File: src/rtl/router_pkg.sv
`default_nettype none
// ============================================================================
// Module   : router_pkg
// Purpose  : Shared types and constants for the router packet source:
//            transmit state enum, illegal address code, maximum payload
//            length and the header packing helper.
// Ports    : none (package)
// Revision : 1.0 - initial release
// ============================================================================
package router_pkg;

  localparam int         MAX_LEN      = 63;
  localparam logic [1:0] ADDR_ILLEGAL = 2'd3;

  typedef enum logic [2:0] {
    S_IDLE    = 3'd0,
    S_LOAD    = 3'd1,
    S_HEADER  = 3'd2,
    S_PAYLOAD = 3'd3,
    S_PARITY  = 3'd4,
    S_CHECK   = 3'd5
  } tx_state_t;

  // Router header byte: payload length in the upper six bits, port below.
  function automatic logic [7:0] pack_header(input logic [5:0] len,
                                             input logic [1:0] addr);
    return {len, addr};
  endfunction

endpackage
`default_nettype wire

File: src/rtl/router_tx_buf.sv
`default_nettype none
// ============================================================================
// Module   : router_tx_buf
// Purpose  : Payload store, one synchronous write port and one asynchronous
//            read port, holding a whole packet before it is framed out.
// Ports    : clk      - clock
//            wr_en    - write strobe
//            wr_addr  - write index
//            wr_data  - write byte
//            rd_addr  - read index
//            rd_data  - byte at rd_addr
// Revision : 1.0 - initial release
// ============================================================================
module router_tx_buf #(
  parameter int DEPTH = 64,
  parameter int AW    = 6
) (
  input  logic          clk,
  input  logic          wr_en,
  input  logic [AW-1:0] wr_addr,
  input  logic [7:0]    wr_data,
  input  logic [AW-1:0] rd_addr,
  output logic [7:0]    rd_data
);

  // Contents need no reset: every byte is written before it is read.
  logic [7:0] mem [DEPTH];

  always_ff @(posedge clk) begin
    if (wr_en) mem[wr_addr] <= wr_data;
  end

  assign rd_data = mem[rd_addr];

endmodule
`default_nettype wire

File: src/rtl/router_pkt_tx.sv
`default_nettype none
// ============================================================================
// Module   : router_pkt_tx
// Purpose  : Packet source for the 1x3 router input port. Accepts a command
//            (address + length), buffers the payload, then sends header,
//            payload and parity honouring busy, and reports the router's
//            parity verdict.
// Ports    : clk, reset                 - clock, sync active-high reset
//            cmd_valid/ready/addr/len   - packet command handshake
//            pl_valid/ready/data        - payload byte handshake
//            busy, err                  - router back-pressure / error flag
//            packet_valid, pkt_data     - byte stream toward the router
//            cmd_err                    - pulse: command rejected
//            tx_done, done_err          - pulse: packet finished + status
// Revision : 1.0 - initial release
// ============================================================================
module router_pkt_tx
  import router_pkg::*;
#(
  parameter int MAX_LEN = router_pkg::MAX_LEN
) (
  input  logic       clk,
  input  logic       reset,
  input  logic       cmd_valid,
  output logic       cmd_ready,
  input  logic [1:0] cmd_addr,
  input  logic [5:0] cmd_len,
  input  logic       pl_valid,
  output logic       pl_ready,
  input  logic [7:0] pl_data,
  input  logic       busy,
  input  logic       err,
  output logic       packet_valid,
  output logic [7:0] pkt_data,
  output logic       cmd_err,
  output logic       tx_done,
  output logic       done_err
);

  tx_state_t  state;
  logic [7:0] header;
  logic [5:0] len;
  logic [7:0] parity;
  logic [5:0] cnt;
  logic [5:0] idx;
  logic       chk_phase;
  logic       err_latch;
  logic [7:0] rd_data;
  logic       wr_en;

  assign wr_en = (state == S_LOAD) && pl_valid;

  router_tx_buf #(
    .DEPTH (MAX_LEN + 1),
    .AW    (6)
  ) u_buf (
    .clk     (clk),
    .wr_en   (wr_en),
    .wr_addr (cnt),
    .wr_data (pl_data),
    .rd_addr (idx),
    .rd_data (rd_data)
  );

  // Stream outputs decode only from registered state, so they stay
  // constant while busy stalls the state machine.
  assign cmd_ready    = (state == S_IDLE);
  assign pl_ready     = (state == S_LOAD);
  assign packet_valid = (state == S_HEADER) || (state == S_PAYLOAD);

  always_comb begin
    pkt_data = 8'h00;
    case (state)
      S_HEADER:  pkt_data = header;
      S_PAYLOAD: pkt_data = rd_data;
      S_PARITY:  pkt_data = parity;
      default:   pkt_data = 8'h00;
    endcase
  end

  always_ff @(posedge clk) begin
    if (reset) begin
      state     <= S_IDLE;
      header    <= 8'h00;
      len       <= 6'd0;
      parity    <= 8'h00;
      cnt       <= 6'd0;
      idx       <= 6'd0;
      chk_phase <= 1'b0;
      err_latch <= 1'b0;
      cmd_err   <= 1'b0;
      tx_done   <= 1'b0;
      done_err  <= 1'b0;
    end else begin
      cmd_err  <= 1'b0;
      tx_done  <= 1'b0;
      done_err <= 1'b0;
      case (state)
        S_IDLE: begin
          if (cmd_valid) begin
            if (cmd_addr == ADDR_ILLEGAL) begin
              cmd_err <= 1'b1;
            end else begin
              header <= pack_header(cmd_len, cmd_addr);
              parity <= pack_header(cmd_len, cmd_addr);
              len    <= cmd_len;
              cnt    <= 6'd0;
              state  <= (cmd_len == 6'd0) ? S_HEADER : S_LOAD;
            end
          end
        end
        S_LOAD: begin
          if (pl_valid) begin
            parity <= parity ^ pl_data;
            cnt    <= cnt + 6'd1;
            if (cnt == len - 6'd1) state <= S_HEADER;
          end
        end
        S_HEADER: begin
          if (!busy) begin
            idx   <= 6'd0;
            state <= (len == 6'd0) ? S_PARITY : S_PAYLOAD;
          end
        end
        S_PAYLOAD: begin
          if (!busy) begin
            if (idx == len - 6'd1) state <= S_PARITY;
            else                   idx   <= idx + 6'd1;
          end
        end
        S_PARITY: begin
          if (!busy) begin
            chk_phase <= 1'b0;
            err_latch <= 1'b0;
            state     <= S_CHECK;
          end
        end
        S_CHECK: begin
          // Second cycle folds in the current err so a late flag is kept.
          if (!chk_phase) begin
            err_latch <= err_latch | err;
            chk_phase <= 1'b1;
          end else begin
            done_err <= err_latch | err;
            tx_done  <= 1'b1;
            state    <= S_IDLE;
          end
        end
        default: state <= S_IDLE;
      endcase
    end
  end

endmodule
`default_nettype wire

File: config.mk
export PLATFORM = sky130hd
export DESIGN_NAME = router_pkt_tx
export DESIGN_NICKNAME = d
export VERILOG_FILES = /design/src/rtl/router_pkg.sv /design/src/rtl/router_tx_buf.sv /design/src/rtl/router_pkt_tx.sv
export SDC_FILE = /design/constraint.sdc
export NUM_CORES = 1
export LEC_CHECK = 0
export BUFFER_PORTS_ARGS = -buffer_cell sky130_fd_sc_hd__buf_4
export CORE_UTILIZATION = 35
export DETAILED_ROUTE_END_ITERATION = 8
export PLACE_DENSITY = 0.48
export SYNTH_ARGS = -nofsm -noshare
export SYNTH_HDL_FRONTEND = slang
export SYNTH_SLANG_ARGS = --single-unit
File: constraint.sdc
create_clock -name clk -period 2.8 [get_ports clk]
set_input_delay 0.14 -clock clk [delete_from_list [all_inputs] [get_ports clk]]
set_output_delay 0.14 -clock clk [all_outputs]
set_load 0.05 [all_outputs]
==> results.toml <==
[run_status]
status = "finished with violations"
violations = "setup timing"

[drt]
post-route-drc-count = 0
drtPass1Iterations = 4
viasPerCell = 5.29
wl_um = 59000
vias = 12289
wl_per_cell_um = 25.4
ant_nets = 0
drt_iter0_drc = 876

[synth]
synth_seq_cells = 554
yosysMostFrequentCell = "edfxtp_1"
synth_top_flop_cell = "edfxtp_1"
ys_seq_area_frac = 0.732
async_reset_ff_frac = 0
syn_area_per_cell_um2 = 18.4
netlist_area_mm2 = 0.0221
synth_edf_count = 512
synth_warnings = 0
yosysTopAreaCell = "edfxtp_1"
synth_area_leaders = "edfxtp_1 (69%), mux4_2 (14%), dfxtp_1 (3.8%)"
synthTopCellsByCount = "edfxtp_1 (512), mux4_2 (138), nor2_1 (113)"
ys_types = 57
synth_top_area_share = 0.694
post_synth_inst_count = 1206
syn_nets = 1231

[grt]
first_global_vias = 12569
antenna_found_initial = 1
grt_max_degree = 67
grt_overflow = 0
grt_pass1_wl_um = 86200
grt_use_total = 0.187

[pwr]
peakVddDrop_v = 0.000425
power_frac_comb = 0.084
p_int_uw = 14800
design_power_total_uw = 19100
sw_frac_of_total = 0.225
switchingPower_uw = 4300
p_leak_uw = 0.00873
power-per-cell-area_mw_per_mm2 = 697
p_clk_frac = 0.435
p_seq_frac = 0.481

[worst_setup_path]
rr_endpoint = "header[7]"
required_ps = 2660
critical_path.max_fanout = 8
arrival_ps = 3040
reg2reg_from = "state[1]"
crit_end = "pkt_data[7]"
cp-start-kind = "flip-flop"
rr_worst_depth = 8
critPathKind = "reg -> out"
end_kind = "output port"
r2r_slack_ps = 130

[min_path]
hold_path_startpoint = "pl_data[2]"
hp-class = "in -> reg"

[placement]
dp_hpwl_um = 38500
place_area_mm2 = 0.0246
portBuffers = 35
dp_slack_ps = -169
place.gp.congestion = 0.807

[floorplan]
die-area_mm2 = 0.0643
num_io_pins = 36
core-area_mm2 = 0.0621
rows = 91
start_util = 0.357
fp.dieH_um = 254
die_w_um = 254

[sta]
rsz0062_at_grt = "yes"
max_freq_mhz = 315
layout_setup_ws_ps = -377
setup_viol = 8
period_needed_ps = 3180
post-route-period-util = 1.13
final-max-slew-violation-count = 0
slew_headroom = 0.304
max_slew.worst_pin.slew_ps = 1040
fin_skew_ps = 27.7
finalHoldViolCount = 0
holdWs_ps = 28.0

[clock_network]
clock_latency_ps = 620
cts_root_buf = "clkbuf_16"
cts_buffer_depth = 3
cts_buffers = 58
clk_pin_slew_ps = 60
cts_tree = "yes"
clock-sinks = 554
h-tree-depth = 2

[finish]
syn2layout_area_growth_pct = 23.9
finalNetCount = 1466
finish.utilization = 0.442
finalInstanceArea_mm2 = 0.0274
drive_gt1_frac = 0.343

[run]
drv_cap = 0
power groups by stage:
stage	clock, uW	sequential [uW]	combinational (uW)
6_report	8320	9200	1610
4_1_cts	8490	9190	1610
5_1_grt	8800	9200	1740
3_5_place_dp	0	9370	1500
2_1_floorplan	0	9340	905
3_3_place_gp	0	9370	1480
worst min path at each step:
stage	slack [ps]	to	depth (start not counted)
after floorplan	240	u_buf.mem[0][0]	0
after global placement	390	done_err	2
after detailed placement	380	done_err	2
after CTS	20	u_buf.mem[33][2]	1
after global routing	20	u_buf.mem[62][2]	1
final	30	u_buf.mem[63][2]	1
state kept, by name, summed over array words and instances, names as in the netlist, named ones only:
register   count
chk_phase      1
cmd_err        1
cnt            6
done_err       1
err_latch      1
header         8
idx            6
parity         8
state          3
tx_done        1
u_buf.mem    512
cells in the final DEF (no fill, tap or decap), drive strengths merged, types with 4 or more instances in the layout:
cell type,instances
a211oi,10
a21oi,32
a22oi,18
a31oi,6
buf,224
bufinv,13
clkbuf,70
clkinv,19
dfxtp,42
dlygate4sd3,25
edfxtp,512
inv,11
mux2i,18
mux4,138
nand2,35
nand2b,6
nand3,25
nand3b,4
nand4,8
nor2,114
nor2b,12
nor3,20
nor3b,9
nor4,4
o211ai,4
o21ai,27
o221ai,8
o22ai,8
o311ai,4
or2,10
or3,5
xnor2,6
xor2,8
timing repair:
| item | in CTS | in global routing |
|---|---|---|
| endpoints found under the setup margin | 8 | 20 |
| endpoints found under the hold margin | 111 | 0 |
| buffers inserted | 19 | 0 |
| pin swaps | 18 | 8 |
| hold buffers | 25 | 0 |
| gates resized for setup | 48 | 11 |
| cloned | 2 | 0 |
critical path: stages (launching register included):
cell and delay (ps):
dfxtp_4 350, buf_12 140, buf_12 150, mux4_2 500, mux4_2 540, a22oi_2 190, buf_4 140, o211ai_1 150
buf_4 240
logic make-up (layout without fill, tap and decap cells):
logic type | after synthesis | count (layout) | share of synthesized area
simple gates | 264 | 264 | 0.0573
mux | 158 | 158 | 0.150
other cells | 0 | 1 | 0
flops | 554 | 554 | 0.732
fa+ha+maj | 3 | 3 | 0.00170
xor+xnor | 14 | 14 | 0.00554
buf+inv | 83 | 364 | 0.0154
compound gates | 130 | 130 | 0.0380
stage by stage:
stage | TNS [ps] | std cells
3_3_place_gp | -222 | 2173
3_5_place_dp | -196 | 2173
4_1_cts | -3140 | 2324
5_1_grt | -3390 | 2324
2_1_floorplan | 0 | 1206
6_report | -2680 | 2325
area by class of cell:
type	count	area [um^2]
Inverter	9	33.8
Antenna cell	1	2.50
Timing Repair Buffer	249	2280
Sequential cell	554	16200
Fill cell	5359	34600
Clock buffer	70	1530
Tap cell	837	1050
Multi-Input combinational cell	569	5780
Clock inverter	36	529
routing by layer:
| layer | wire (um) | GRT usage | vias up |
|---|---|---|---|
| met5 | 0 | 0 | - |
| met4 | 1500 | 0.0525 | 0 |
| met3 | 2570 | 0.0302 | 84 |
| met2 | 27800 | 0.298 | 264 |
| met1 | 27100 | 0.265 | 6575 |
| li1 | - | - | 5366 |
No activity file was read; power rests on OpenSTA's default activity.
